`config.mk`:
```
export PLATFORM = sky130hd
export DESIGN_NAME = muldiv_unit
export DESIGN_NICKNAME = d
export VERILOG_FILES = /design/src/rtl/muldiv_unit.sv
export SDC_FILE = /design/constraint.sdc
export NUM_CORES = 2
export LEC_CHECK = 0
export ABC_CLOCK_PERIOD_IN_PS = 28300
export BUFFER_PORTS_ARGS = -buffer_cell sky130_fd_sc_hd__buf_2
export CAP_MARGIN = 5
export CORE_MARGIN = 4
export CORE_UTILIZATION = 67
export CTS_CLUSTER_DIAMETER = 150
export DETAILED_ROUTE_END_ITERATION = 8
export PLACE_DENSITY = 0.84
export SLEW_MARGIN = 20
export SYNTH_ARGS = -nofsm -noshare
export SYNTH_HDL_FRONTEND = slang
export SYNTH_SLANG_ARGS = --single-unit
```
`constraint.sdc`:
```
create_clock -name clk -period 28.3 [get_ports clk]
set_input_delay 5.66 -clock clk [delete_from_list [all_inputs] [get_ports clk]]
set_output_delay 5.66 -clock clk [all_outputs]
set_load 0.02 [all_outputs]
```
`src/rtl/muldiv_unit.sv`:
```
// Multi-cycle 64-bit multiply/divide unit (MUL, UMULH, UDIV, SDIV) feeding the register file write port.
// Shift-add multiply and restoring divide share one hi/lo working register pair.
module muldiv_unit #(
   parameter int WIDTH  = 64,
   parameter int ADDR_W = 5
) (
   input  logic              clk,
   input  logic              reset,
   input  logic              start,
   input  logic [1:0]        op,
   input  logic [WIDTH-1:0]  operand_a,
   input  logic [WIDTH-1:0]  operand_b,
   input  logic [ADDR_W-1:0] dest_in,
   output logic              busy,
   output logic              done,
   output logic [WIDTH-1:0]  result,
   output logic [ADDR_W-1:0] dest_out,
   output logic [1:0]        dbg_state
);

   localparam int CNT_W = $clog2(WIDTH);
   localparam logic [1:0] OP_MUL   = 2'b00;
   localparam logic [1:0] OP_UMULH = 2'b01;
   localparam logic [1:0] OP_UDIV  = 2'b10;
   localparam logic [1:0] OP_SDIV  = 2'b11;

   typedef enum logic [1:0] {IDLE = 2'd0, RUN = 2'd1, DONE = 2'd2} state_t;

   state_t              state;
   logic [1:0]          op_q;
   logic [WIDTH-1:0]    a_q, b_q, m_q, hi, lo;
   logic [ADDR_W-1:0]   dest_q;
   logic [CNT_W-1:0]    cnt;
   logic                setup_q, neg_q, div0_q;

   logic                is_div, quot_bit;
   logic [WIDTH:0]      mul_sum, rem_sh;
   logic [WIDTH-1:0]    sub, hi_n, lo_n, a_mag, b_mag, final_res;

   assign dbg_state = state;
   assign is_div    = op_q[1];

   // Magnitudes are taken in the first RUN cycle so the register-file read path stays short.
   assign a_mag = (op_q == OP_SDIV && a_q[WIDTH-1]) ? -a_q : a_q;
   assign b_mag = (op_q == OP_SDIV && b_q[WIDTH-1]) ? -b_q : b_q;

   always_comb begin
      mul_sum  = '0;
      rem_sh   = '0;
      sub      = '0;
      quot_bit = 1'b0;
      hi_n     = hi;
      lo_n     = lo;
      if (!is_div) begin
         mul_sum = {1'b0, hi} + (lo[0] ? {1'b0, m_q} : '0);
         hi_n    = mul_sum[WIDTH:1];
         lo_n    = {mul_sum[0], lo[WIDTH-1:1]};
      end else begin
         rem_sh   = {hi, lo[WIDTH-1]};
         quot_bit = (rem_sh >= {1'b0, m_q});
         sub      = rem_sh[WIDTH-1:0] - m_q;
         hi_n     = quot_bit ? sub : rem_sh[WIDTH-1:0];
         lo_n     = {lo[WIDTH-2:0], quot_bit};
      end
   end

   always_comb begin
      final_res = '0;
      case (op_q)
         OP_MUL:   final_res = lo_n;
         OP_UMULH: final_res = hi_n;
         OP_UDIV:  final_res = div0_q ? '0 : lo_n;
         default:  final_res = div0_q ? '0 : (neg_q ? -lo_n : lo_n);
      endcase
   end

   always_ff @(posedge clk or posedge reset) begin
      if (reset) begin
         state    <= IDLE;
         busy     <= 1'b0;
         done     <= 1'b0;
         result   <= '0;
         dest_out <= '0;
         op_q     <= '0;
         a_q      <= '0;
         b_q      <= '0;
         m_q      <= '0;
         hi       <= '0;
         lo       <= '0;
         dest_q   <= '0;
         cnt      <= '0;
         setup_q  <= 1'b0;
         neg_q    <= 1'b0;
         div0_q   <= 1'b0;
      end else begin
         case (state)
            IDLE: begin
               done <= 1'b0;
               if (start) begin
                  op_q    <= op;
                  a_q     <= operand_a;
                  b_q     <= operand_b;
                  dest_q  <= dest_in;
                  cnt     <= CNT_W'(WIDTH - 1);
                  setup_q <= 1'b1;
                  busy    <= 1'b1;
                  state   <= RUN;
               end
            end
            RUN: begin
               if (setup_q) begin
                  setup_q <= 1'b0;
                  hi      <= '0;
                  lo      <= is_div ? a_mag : b_q;
                  m_q     <= is_div ? b_mag : a_q;
                  neg_q   <= (op_q == OP_SDIV) && (a_q[WIDTH-1] ^ b_q[WIDTH-1]);
                  div0_q  <= (b_q == '0);
               end else begin
                  hi  <= hi_n;
                  lo  <= lo_n;
                  cnt <= cnt - 1'b1;
                  if (cnt == '0) begin
                     result   <= final_res;
                     dest_out <= dest_q;
                     done     <= 1'b1;
                     state    <= DONE;
                  end
               end
            end
            DONE: begin
               done  <= 1'b0;
               busy  <= 1'b0;
               state <= IDLE;
            end
            default: state <= IDLE;
         endcase
      end
   end

endmodule

```
==> flow_summary.toml <==
[outcome]
outcome = "finished clean"

[hold_path]
min_path_type = "reg -> reg"

[routing]
wire_per_inst_um = 22.12
drt_iter0_markers = 4596
wl_met2_mm = 43.53
drcViolationCount = 0
ant_nets = 0
drt_first_pass_iters = 7
routed-wl-met3_mm = 15.89
drt_wl_total_mm = 109.3
dr.max_layer_used = "met4"
drt-met1-wl_mm = 46.03
via_per_inst = 6.688
num_vias = 33060

[critical_path]
worst_ep_arrival_time_ns = 7.93
r2r_cells = 15
cp-start-kind = "input port"
setup.worst_path.end = "op_q[0]$_DFFE_PP0P_"
crit_start = "reset"
reg2reg_from = "lo[0]$_DFFE_PP0P_"
r2r_end = "result[55]$_DFFE_PP0P_"
timing.critical_path.buf_inv = 4
cp_max_fo = 99
r2r_slack_ns = 22.50
worstPathRequired_ns = 28.83
critPathKind = "in -> async"
end_kind = "async pin"
path_cells = "buf_2, inv_8, buf_4, buf_4"
slowest_delay_ns = 0.86
crit_slowest_cell = "buf_4"
path_delay_family = "buffers and inverters"
path_common_cell = "buf_4"
worst-path-stages = 4

[sta]
final-setup-viol-count = 0
tns_ns = 0
rsz0062_at_grt = "no"
maxSlewViolCount = 0
fmaxAchievable_ghz = 0.1351
worst_slew_pin_slew_ns = 1.092
hold_viol = 0
period_share = 0.2615
fin_skew_ns = 0.02136
max_slew_margin = 0.2722
period_needed_ns = 7.400

[cells_and_area]
nets = 4565
multi_input_area_mm2 = 0.02095
drive_gt1_frac = 0.09822
area_growth_pct = 7.904
regArea_mm2 = 0.01024
fin_cells = 4943
fillers = 3819

[clocking]
ctsResizeCount = 0
cts_root_buf = "clkbuf_16"
cts.path.max_buffers = 3
clk_pin_slew_worst_paths_ns = 0.07
cts_setup_buffers = 0
hold_buffers = 0
cts_buffers = 46
cts_tree = "done"
clock_latency_ns = 0.61
cts.sinks = 409
htree_levels = 2

[global_route]
grt_pass1_vias = 30020
grt-ovfl-total = 0
grt.total_usage = 0.4031
grt_max_degree = 174
grt_pass1_wl_mm = 171.3
antenna_found_initial = 3

[logic_synthesis]
ys.flop_type = "dfrtp_1"
syn_avg_cell_area_um2 = 7.651
yosysUniqueCellTypes = 89
synth_top_area_share = 0.3119
syn_area_mm2 = 0.03281
synth_warnings = 0
synth.top_cells.by_area = "dfrtp_1 31%, nand2_1 10%, o21ai_0 5.7%"
synth-seq-cells = 409
synth_edf_count = 0
synth-seq-area-share = 0.3119
synth.net_count = 4561
syn_inst = 4289
ys_async_sr_fraction = 1.000
synth_area_leader_cell = "dfrtp_1"

[placed_design]
portBuffers = 210
gp_congestion = 1.019
dp_cells = 4859
post-dp-hpwl_mm = 81.17

[floorplanning]
die_w_um = 229.3
start_util = 0.6830
die-area_mm2 = 0.05258
chipHeight_um = 229.3
pin_count = 211
placement_rows = 80
coreArea_mm2 = 0.04805

[job]
maxCapViolCount = 0
==> metrics by stage <==
| stage | util | hold slack [ns] | setup WS [ns] | cell area (um^2) |
|---|---|---|---|---|
| 5_1_grt | 0.7369 | 0.4859 | 20.44 | 35410 |
| 3_3_place_gp | 0.7039 | 0.4532 | 20.15 | 33820 |
| 6_report | 0.7370 | 0.4722 | 20.90 | 35410 |
| 4_1_cts | 0.7366 | 0.4734 | 20.76 | 35390 |
| 2_1_floorplan | - | 0.4386 | 11.26 | 32810 |
| 3_5_place_dp | 0.7039 | 0.4537 | 20.12 | 33820 |
==> cells in the mapped netlist, drive strengths merged, types with 31 or more instances <==
library cell  number
o31ai             53
o211ai            49
nand2            888
and3              33
xor2             113
a211oi            31
nand4             35
xnor2            153
clkbuf           246
or3               32
a31oi             52
buf               44
nand3             70
o21bai            32
a21oi            360
dfrtp            409
o21ai            381
ha               132
inv              133
mux2i             82
a21o              65
nor2             298
and2              83
nor3              88
==> placed cells by master (no fill, tap or decap), types with 12 or more instances in the layout <==
cell / instances
buf_4: 36
inv_1: 131
ha_1: 132
mux4_2: 23
and2_1: 81
xnor2_1: 153
o41ai_1: 17
nand2b_1: 21
o21ai_0: 371
o31ai_1: 53
a211oi_1: 31
mux2i_1: 82
nor2_1: 293
and3_1: 32
o21bai_1: 32
o21a_1: 19
or4_1: 18
o211ai_1: 49
clkbuf_16: 47
buf_2: 210
xor2_1: 113
nor4_1: 21
o31a_1: 12
nor2b_1: 23
a22oi_1: 23
dfrtp_1: 406
a221oi_1: 30
nor3_1: 84
o221ai_1: 21
nand3_1: 70
a21oi_1: 360
a22o_1: 22
nand4_1: 35
a31oi_1: 52
a21o_1: 65
nand2_1: 886
mux2_2: 21
or3_1: 30
==> registers in the layout, summed over array words and instances, names as in the netlist <==
| signal | cells |
|---|---|
| busy | 1 |
| setup_q | 1 |
| op_q | 2 |
| div0_q | 1 |
| dbg_state | 2 |
| a_q | 64 |
| b_q | 64 |
| neg_q | 1 |
| result | 64 |
| hi | 64 |
| lo | 64 |
| dest_q | 5 |
| m_q | 64 |
| done | 1 |
| dest_out | 5 |
| cnt | 6 |
==> final cells by class <==
class                      count  area share
antenna                        1  0.00007067
clock buffer                  60     0.03714
clock inverter                22    0.007244
inverter                     134     0.01449
multi-input combinational   3454      0.5918
sequential                   409      0.2892
tap                          615     0.02173
timing repair buffer         248     0.03831
==> kinds of logic (layout without fill, tap and decap cells) <==
kind of cell | after synthesis | count (layout) | share of synthesized area
flip-flops | 409 | 409 | 0.3119
AND/OR/NAND/NOR | 1660 | 1660 | 0.2266
AO/OA/AOI/OAI | 1268 | 1268 | 0.2399
XOR/XNOR | 266 | 266 | 0.07100
other | 0 | 1 | 0
adder cells (fa/ha/maj) | 134 | 134 | 0.05155
multiplexers | 126 | 126 | 0.04801
buffers and inverters | 426 | 464 | 0.05102
==> tightest hold or removal path, cell delays in order, from the launching register on <==
cell     delay, ns
dfrtp_1       0.34
nand2_1       0.04
o21ai_0       0.06
==> routing by layer <==
layer  global-route usage  vias to the layer above
met5                    0                        -
met4               0.1310                        0
met3               0.1134                      229
met2               0.5429                     2097
met1               0.6215                    15530
li1                     -                    15200
==> worst min-delay path by stage <==
stage                                   end  cells past startpoint  slack, ns               startpoint
floorplan           dest_out[0]$_DFFE_PP0P_                      2       0.44    dest_q[0]$_DFFE_PP0P_
global placement    dest_out[1]$_DFFE_PP0P_                      2       0.45    dest_q[1]$_DFFE_PP0P_
detailed placement  dest_out[2]$_DFFE_PP0P_                      2       0.45    dest_q[2]$_DFFE_PP0P_
CTS                 dest_out[4]$_DFFE_PP0P_                      2       0.47  dest_out[4]$_DFFE_PP0P_
global route               done$_DFFE_PP0P_                      2       0.49         done$_DFFE_PP0P_
finish               result[36]$_DFFE_PP0P_                      2       0.47   result[36]$_DFFE_PP0P_
Power is left out: the tool's default activity adds up to more than one toggle a clock period on the data nets, which glitch-free logic cannot reach.
